$ cat config.mk
export PLATFORM = sky130hd
export DESIGN_NAME = dac_pll_ctrl
export DESIGN_NICKNAME = d
export VERILOG_FILES = /design/src/rtl/dac_pll_pkg.sv /design/src/rtl/sync_2ff.sv /design/src/rtl/dac_pll_ctrl.sv
export SDC_FILE = /design/constraint.sdc
export NUM_CORES = 1
export LEC_CHECK = 0
export BUFFER_PORTS_ARGS = -buffer_cell sky130_fd_sc_hd__buf_2
export CORE_MARGIN = 5
export CORE_UTILIZATION = 45
export DETAILED_ROUTE_END_ITERATION = 6
export GPL_ROUTABILITY_DRIVEN = 1
export PLACE_DENSITY = 0.76
export REMOVE_ABC_BUFFERS = 1
export SLEW_MARGIN = 20
export SYNTH_ARGS = -nofsm -noshare
export SYNTH_HDL_FRONTEND = slang
export SYNTH_SLANG_ARGS = --single-unit
$ cat constraint.sdc
create_clock -name clk -period 2.05 [get_ports clk]
set_input_delay 0.41 -clock clk [delete_from_list [all_inputs] [get_ports clk]]
set_output_delay 0.41 -clock clk [all_outputs]
set_load 0.01 [all_outputs]
$ cat src/rtl/dac_pll_pkg.sv
// Shared constants and types for the DAC clock PLL supervisor.
package dac_pll_pkg;

    // Free-running board clock that also feeds clkin1.
    localparam int unsigned CLK_HZ = 50_000_000;

    typedef enum logic [2:0] {
        PWD       = 3'd0,
        RST       = 3'd1,
        WAIT_LOCK = 3'd2,
        STABLE    = 3'd3,
        RUN       = 3'd4,
        FAULT     = 3'd5
    } pll_state_e;

    // clkout0 divider per sample-rate index (rate_sel).
    localparam logic [9:0] ODIV_TBL [0:3] = '{10'd100, 10'd50, 10'd200, 10'd25};

endpackage

$ cat src/rtl/sync_2ff.sv
// Reusable single-bit two-flop synchronizer.
module sync_2ff (
    input  logic clk,
    input  logic rst_n,
    input  logic d,
    output logic q
);

    logic meta;

    // Two-stage capture of the asynchronous input.
    always_ff @(posedge clk or negedge rst_n) begin
        if (!rst_n) begin
            meta <= 1'b0;
            q    <= 1'b0;
        end else begin
            meta <= d;
            q    <= meta;
        end
    end

endmodule

$ cat src/rtl/dac_pll_ctrl.sv
// DAC PLL supervisor: power/reset sequencing, lock qualification,
// output gating, lock-loss recovery and sample-rate reprogramming.
module dac_pll_ctrl
    import dac_pll_pkg::*;
#(
    parameter int unsigned PWD_CYC      = 16,
    parameter int unsigned RST_CYC      = 16,
    parameter int unsigned LOCK_TIMEOUT = CLK_HZ / 1000,
    parameter int unsigned LOCK_STABLE  = 1024,
    parameter int unsigned MAX_RETRY    = 3
) (
    input  logic       clk,
    input  logic       rst_n,
    input  logic       pll_lock,
    input  logic       rate_req,
    input  logic [1:0] rate_sel,
    input  logic       fault_clr,
    output logic       pll_pwd,
    output logic       pll_rst,
    output logic       rstodiv,
    output logic [9:0] dyn_odiv0,
    output logic       clkout_gate,
    output logic       clk_ready,
    output logic       rate_ack,
    output logic       fault,
    output logic [7:0] lock_loss_cnt,
    output logic [2:0] state
);

    localparam int unsigned T_A  = (PWD_CYC > RST_CYC) ? PWD_CYC : RST_CYC;
    localparam int unsigned T_B  = (LOCK_TIMEOUT > LOCK_STABLE) ? LOCK_TIMEOUT : LOCK_STABLE;
    localparam int unsigned TMAX = (T_A > T_B) ? T_A : T_B;
    localparam int unsigned TW   = (TMAX > 1) ? $clog2(TMAX) : 1;
    localparam int unsigned RW   = ($clog2(MAX_RETRY + 1) > 2) ? $clog2(MAX_RETRY + 1) : 2;

    pll_state_e     state_q, nxt;
    logic [TW-1:0]  tmr, tmr_n;
    logic [RW-1:0]  retry, retry_n, retry_inc;
    logic [1:0]     cur_sel, sel_n;
    logic [9:0]     odiv_n;
    logic [7:0]     loss_n;
    logic           ack_pend, pend_n, ack_n;
    logic           lock_s, req_ok;

    sync_2ff u_lock_sync (
        .clk   (clk),
        .rst_n (rst_n),
        .d     (pll_lock),
        .q     (lock_s)
    );

    assign state     = state_q;
    assign retry_inc = retry + RW'(1);

    // Next-state and datapath decisions; the timer restarts on every transition.
    always_comb begin
        nxt     = state_q;
        tmr_n   = '0;
        retry_n = retry;
        sel_n   = cur_sel;
        odiv_n  = dyn_odiv0;
        pend_n  = ack_pend;
        loss_n  = lock_loss_cnt;
        ack_n   = 1'b0;
        // A request still held in the ack cycle is the old one, not a new one.
        req_ok  = rate_req && !rate_ack;
        case (state_q)
            PWD: begin
                if (tmr == TW'(PWD_CYC - 1)) nxt = RST;
                else                         tmr_n = tmr + TW'(1);
            end
            RST: begin
                if (tmr == TW'(RST_CYC - 1)) nxt = WAIT_LOCK;
                else                         tmr_n = tmr + TW'(1);
            end
            WAIT_LOCK: begin
                if (lock_s) begin
                    nxt = STABLE;
                end else if (tmr == TW'(LOCK_TIMEOUT - 1)) begin
                    retry_n = retry_inc;
                    if (retry_inc == RW'(MAX_RETRY)) begin
                        nxt    = FAULT;
                        pend_n = 1'b0;
                    end else begin
                        nxt = RST;
                    end
                end else begin
                    tmr_n = tmr + TW'(1);
                end
            end
            STABLE: begin
                if (!lock_s) begin
                    nxt = WAIT_LOCK;
                end else if (tmr == TW'(LOCK_STABLE - 1)) begin
                    nxt     = RUN;
                    retry_n = '0;
                    if (ack_pend) begin
                        ack_n  = 1'b1;
                        pend_n = 1'b0;
                    end
                end else begin
                    tmr_n = tmr + TW'(1);
                end
            end
            RUN: begin
                if (!lock_s) begin
                    if (lock_loss_cnt != 8'hFF) loss_n = lock_loss_cnt + 8'd1;
                    nxt = RST;
                end
                // Lock loss and rate change share one RST sequence.
                if (req_ok) begin
                    if (rate_sel == cur_sel) begin
                        if (lock_s) ack_n  = 1'b1;
                        else        pend_n = 1'b1;
                    end else begin
                        sel_n  = rate_sel;
                        odiv_n = ODIV_TBL[rate_sel];
                        pend_n = 1'b1;
                        nxt    = RST;
                    end
                end
            end
            FAULT: begin
                if (fault_clr) begin
                    nxt     = PWD;
                    retry_n = '0;
                end
            end
            default: nxt = PWD;
        endcase
    end

    // State/datapath registers; outputs decoded from the next state.
    always_ff @(posedge clk or negedge rst_n) begin
        if (!rst_n) begin
            state_q       <= PWD;
            tmr           <= '0;
            retry         <= '0;
            cur_sel       <= '0;
            ack_pend      <= 1'b0;
            lock_loss_cnt <= '0;
            dyn_odiv0     <= ODIV_TBL[0];
            pll_pwd       <= 1'b1;
            pll_rst       <= 1'b1;
            rstodiv       <= 1'b1;
            clkout_gate   <= 1'b1;
            clk_ready     <= 1'b0;
            rate_ack      <= 1'b0;
            fault         <= 1'b0;
        end else begin
            state_q       <= nxt;
            tmr           <= tmr_n;
            retry         <= retry_n;
            cur_sel       <= sel_n;
            ack_pend      <= pend_n;
            lock_loss_cnt <= loss_n;
            dyn_odiv0     <= odiv_n;
            pll_pwd       <= (nxt == PWD) || (nxt == FAULT);
            pll_rst       <= (nxt == PWD) || (nxt == RST) || (nxt == FAULT);
            rstodiv       <= (nxt != RUN);
            clkout_gate   <= (nxt != RUN);
            clk_ready     <= (nxt == RUN);
            rate_ack      <= ack_n;
            fault         <= (nxt == FAULT);
        end
    end

endmodule
Word level (Yosys, flattened, before mapping). Index checks and enable logic that the tools add are counted.

Register bits: 50. Bits in latches: 0. RAM bits: 0. Memory bits (read-only): 0. Input bits: 7. Output and inout port bits: 28. Word-level logic and storage cells: 102. Memories kept: 0.

$add $sub $neg: 3. $mul: 0. Divide/modulo/power cells: 0. Magnitude comparators: 1. Equality and inequality tests: 23. Shifts and indexed selects: 0. Muxes and demuxes: 43. Bitwise gates (word level): 3. Reduce and logical (&&, ||, !) cells: 14.

Operators with widths (number): two-way mux 16 bit (5); case mux 16 bit (3 select lines) (1); two-way mux 3 bit (11); binary-select mux 10 bit (select 2 bit) (1); two-way mux 10 bit (2); case mux 3 bit (6 select lines) (1); adder 16 x 1 -> 16 bit (second input constant) (1); equality test 16 x 10 -> 1 bit (second input constant) (1); equality test 16 bit (second input constant) (1); equality test 16 x 4 -> 1 bit (second input constant) (1); two-way mux 1 bit (14); equality test 3 bit (second input constant) (4); != test 2 bit (second input constant) (6); two-way mux 2 bit (5); adder 8 x 1 -> 8 bit (second input constant) (1); != test 8 bit (second input constant) (1); AND reduction 8 bit (1); equality test 3 x 1 -> 1 bit (second input constant) (2); equality test 3 x 2 -> 1 bit (second input constant) (2); logical NOT 3 bit (2); != test 3 bit (second input constant) (2); case mux 2 bit (3 select lines) (1); AND reduction 3 bit (2); AND reduction 6 bit (1); other kinds (14) (18).

Longest topological paths before layout.
Word-level depth: 9. Gate-level depth with buffers: 8. Gate-level depth less buffers: 7.

Cells and area by module. From an unflattened synthesis, not the netlist that was laid out.

Cells, all modules: 205. Area, all modules: 2188.3 um2.

By module, submodules not included: dac_pll_ctrl (times used 1, cells an instance 203, area each 2138.3 um2, sequential area each 1108.6 um2); sync_2ff (times used 1, cells an instance 2, area each 50.0 um2, sequential area each 50.0 um2).

Least setup slack after synthesis. OpenSTA, ideal clock, no wires.

Path kind: register -> register. From: reg tmr[0]. To: reg tmr[11]. Library setup time: 0.071 ns. Arrival: 1.808 ns. Data required time: 1.979 ns. Slack: 0.171 ns. Cell stages (with the launch flop): 9. Buffers on the path: 1. Period minus slack after synthesis: 1.879 ns. Cells stage by stage: dfrtp_1 -> ha_1 -> and4b_4 -> and4b_4 -> nor2_4 -> nand2_1 -> a311o_2 -> buf_6 -> nor2_1.

Longest elaborated chain between the ends: 4. Elaborated cells on any way between the ends: 10. Those cells by class: add/sub: 1; eq/ne: 3; mux: 6.

RTL lines: start: declaration (line dac_pll_ctrl.sv:37) `logic [TW-1:0] tmr, tmr_n;`; start signal: assignment (line dac_pll_ctrl.sv:152) `tmr <= tmr_n;`; adder 16 x 1 -> 16 bit (tied with other cells); two-way mux 16 bit (on tied branches) (line dac_pll_ctrl.sv:94, dac_pll_ctrl.sv:79); two-way mux 16 bit (on tied branches) (line dac_pll_ctrl.sv:92, dac_pll_ctrl.sv:77); case mux 16 bit (3 select lines) * (line dac_pll_ctrl.sv:67) `case (state_q)`; named net tmr_n[11] (line dac_pll_ctrl.sv:37).

Mark *: on every way through the listed nets, which the timed path passes. The rest lies on a longest branch. A chain may end at the register's enable or synchronous reset.

Final worst setup path.
From: reg tmr[0]. To: reg retry[1].

Longest elaborated chain between the ends: 3. Elaborated cells on any way between the ends: 5. Those cells by class: eq/ne: 4; reduce/logical: 1.

RTL lines: equality test 16 x 10 -> 1 bit or equality test 16 bit (tied branches) (line dac_pll_ctrl.sv:94, dac_pll_ctrl.sv:79); != test 2 bit (no source line); AND reduction 6 bit (no source line) *; end signal: assignment (line dac_pll_ctrl.sv:153) `retry <= retry_n;`; end: declaration (line dac_pll_ctrl.sv:38) `logic [RW-1:0] retry, retry_n, retry_inc;`.

Mark *: on every way between the ends. The rest lies on a longest branch, timed or not.

==> flow_summary.toml <==
[yosys]
synthTopCellsByArea = "dfrtp_1 44%, dfstp_2 7.0%, nor2_1 5.2%"
synth-xor-area-share_pct = 8.949
yosys.area.top_type_share_pct = 44.47
synth_adder_area_share_pct = 1.668
synth-compound-area-share_pct = 7.004
synth-seq-cells = 46
syn_area_per_cell_um2 = 10.14
synth.largest_area_cell = "dfrtp_1"
dominantRegCellSynth = "dfrtp_1"
async_flop_share_pct = 100.0
synth-edff-count = 0
muxShareOfSynthArea_pct = 2.946
yosysUniqueCellTypes = 43
synth_top_family_by_area = "simple AND/OR/NAND/NOR gates"
synth_warnings = 0
synthSimpleGateAreaFrac_pct = 23.35
netlist_area_um2 = 2251
seq_area_frac_synth_pct = 51.47
postSynthCellCount = 222

[die]
chipWidth_um = 80.73
io_pins = 35
die-area_um2 = 6517
die_h_um = 80.73
core_um2 = 4786
initial_core_util_pct = 47.03
placementRows = 25

[place]
dp_hpwl_mm = 2.948
portBuffers = 32
place_congestion = 0.8435
dpl_cell_area_um2 = 2492

[sta]
tightest_slew_ns = 0.5715
post-route-period-util_pct = 95.24
slew_viol_final = 0
clock_skew_ns = 0.01008
finalCriticalPeriod_ns = 1.952
rsz0062_at_grt = "yes"
slew_headroom_pct = 61.90
max_freq_mhz = 512.2
hold_violations = 0
tns_ns = 0
finalSetupViolCount = 0

[global_routing]
grt.overflow.total = 0
grt_pass1_vias = 1668
grt_max_degree = 47
grt_antenna_before_repair = 0
grt_usage_pct = 14.30
grt_pass1_wl_mm = 7.265

[clock_tree]
root_buffer = "clkbuf_8"
cts_buffers = 5
path_clk_slew_ns = 0.08
worstSkewPairLatency_ns = 0.30
clockBufferDepth = 2
htreeDepth = 2
cts_hold_buf = 0
cts_num_sinks = 46
cts_tree = "built"

[drt]
ant_nets = 0
first_pass_iters = 4
drtIter0Drc = 183
route.detailed.drc = 0
vias = 1684
via_per_inst = 5.027
wl_per_cell_um = 12.55
wirelength_mm = 4.204

[worst_setup_path]
reg2reg_setup_slack_ns = 0.1
reg2reg_to = "retry[1]$_DFFE_PN0P_"
cp.arrival_ns = 2.14
cp_data_required_time_ns = 2.23
worstSetupEndpointType = "flip-flop"
worstSetupEndpoint = "retry[1]$_DFFE_PN0P_"
r2r-start = "tmr[0]$_DFF_PN0_"
r2r_cells = 7
worstSetupStartpoint = "tmr[0]$_DFF_PN0_"
critical_path.max_fanout = 5
worstSetupPathType = "flip-flop to flip-flop"
startpoint_type = "flip-flop"

[pwr]
sw_frac_of_total_pct = 28.51
leakage_nw = 1.250
combPwrFrac_pct = 24.4
seqPwrFrac_pct = 43.4
p_int_mw = 1.806
powerDensity_nw_per_um2 = 941.9
worst_ir_drop_vdd_uv = 443.8
p_clk_share_pct = 32.2
switching_power_mw = 0.7204

[layout]
finish.utilization_pct = 56.05
nets = 277
num-fill-cells = 437
multi_input_area_um2 = 1006
final_area_um2 = 2683
syn_to_final_growth_pct = 19.18
regArea_um2 = 1159
antennaDiodeCount = 0
drive_gt1_share_pct = 29.48

[worst_hold_path]
holdCritPathClass = "primary input to async pin"

[outcome]
status = "completed"

[run]
max-cap-violations = 0
==> registers in the layout (all words and copies together), names as in the netlist, 2 cells and up <==
| register | count |
|---|---|
| state | 3 |
| lock_loss_cnt | 8 |
| tmr | 16 |
| dyn_odiv0 | 7 |
| retry | 2 |
==> layer usage <==
| layer | share of wire (%) | up-vias | track usage, % |
|---|---|---|---|
| li1 | - | 836 | - |
| met1 | 46 | 803 | 18.23 |
| met2 | 47 | 34 | 22.52 |
| met3 | 4.0 | 11 | 3.475 |
| met4 | 2.7 | 0 | 7.432 |
| met5 | 0 | - | 0 |
==> synthesized netlist by cell type (2+ instances only) <==
cell and count:
dfrtp_1 40, nor2_1 31, nand2_1 27, xnor2_1 12, xor2_1 11, nand4_1 10, inv_1 9, nand3_1 8
o21ai_0 8, dfstp_2 6, a21oi_1 5, buf_4 5, mux2_2 5, nand2b_1 5, and2_1 4, ha_1 3
nor2_2 3, nor2b_1 3, and4b_4 2, nor2_4 2
==> repair_timing <==
action | 4_1_cts | 5_1_grt
setup endpoints to repair | 0 | 21
buffers inserted | 0 | 5
resized for setup | 0 | 2
==> cell usage in the layout (no fill, tap or decap), types with 3 or more instances in the layout <==
cell type,instances
a21oi_1,4
and2_1,4
buf_2,32
buf_4,13
clkbuf_8,6
dfrtp_1,40
dfstp_2,6
ha_1,3
inv_1,9
mux2_2,5
nand2_1,27
nand2b_1,5
nand3_1,8
nand4_1,10
nor2_1,31
nor2_2,3
nor2b_1,3
o21ai_0,8
xnor2_1,12
xor2_1,11
==> power by group through the flow <==
stage | clock [mW] | sequential, mW | combinational, mW
2_1_floorplan | 0 | 1.15 | 0.353
3_3_place_gp | 0 | 1.11 | 0.569
3_5_place_dp | 0 | 1.12 | 0.575
4_1_cts | 0.840 | 1.10 | 0.580
5_1_grt | 0.871 | 1.11 | 0.700
6_report | 0.814 | 1.10 | 0.616
==> worst min path at each step <==
stage | from | end | slack [ns] | depth (start not counted)
finish | rst_n | tmr[5]$_DFF_PN0_ | 0.18 | 2
global route | pll_lock | u_lock_sync.meta$_DFF_PN0_ | 0.21 | 1
CTS | rst_n | u_lock_sync.meta$_DFF_PN0_ | 0.20 | 2
detailed placement | u_lock_sync.meta$_DFF_PN0_ | u_lock_sync.q$_DFF_PN0_ | 0.34 | 0
global placement | u_lock_sync.meta$_DFF_PN0_ | u_lock_sync.q$_DFF_PN0_ | 0.34 | 0
floorplan | rst_n | ack_pend$_DFFE_PN0P_ | 0.11 | 0
==> cells by family (layout without fill, tap and decap cells) <==
| group | after synthesis | in the layout |
|---|---|---|
| flops | 46 | 46 |
| fa+ha+maj | 3 | 3 |
| xor+xnor | 23 | 23 |
| other cells | 1 | 2 |
| simple gates | 102 | 102 |
| mux | 6 | 6 |
| compound gates | 24 | 24 |
| buf+inv | 17 | 62 |
==> cell type report <==
cell class	count	share of cell area, %
flip-flops and latches	46	43.19
multi-input cells	160	37.50
repair buffers	45	9.608
well taps	67	3.125
clock buffers	6	3.078
clock inverters	2	2.239
inverters	9	1.259
==> through the flow <==
stage / cells / power, mW / worst slack, ns / hold WS (ns)
finish: 335 / 2.527 / 0.09751 / 0.1830
global route: 335 / 2.681 / -0.02336 / 0.2067
CTS: 330 / 2.520 / 0.003833 / 0.1968
detailed placement: 322 / 1.692 / 0.02066 / 0.3427
global placement: 322 / 1.680 / 0.08116 / 0.3361
floorplan: 215 / 1.501 / 0.1825 / 0.1144
==> critical path, stage by stage, from the launching register on <==
cell	delay [ns]
dfrtp_1	0.39
ha_1	0.22
nand3_1	0.17
nor2_4	0.18
and4_1	0.25
o21ai_0	0.11
a21oi_2	0.18
mux2_2	0.35
Note: power is estimated with default switching activity, not from simulation.
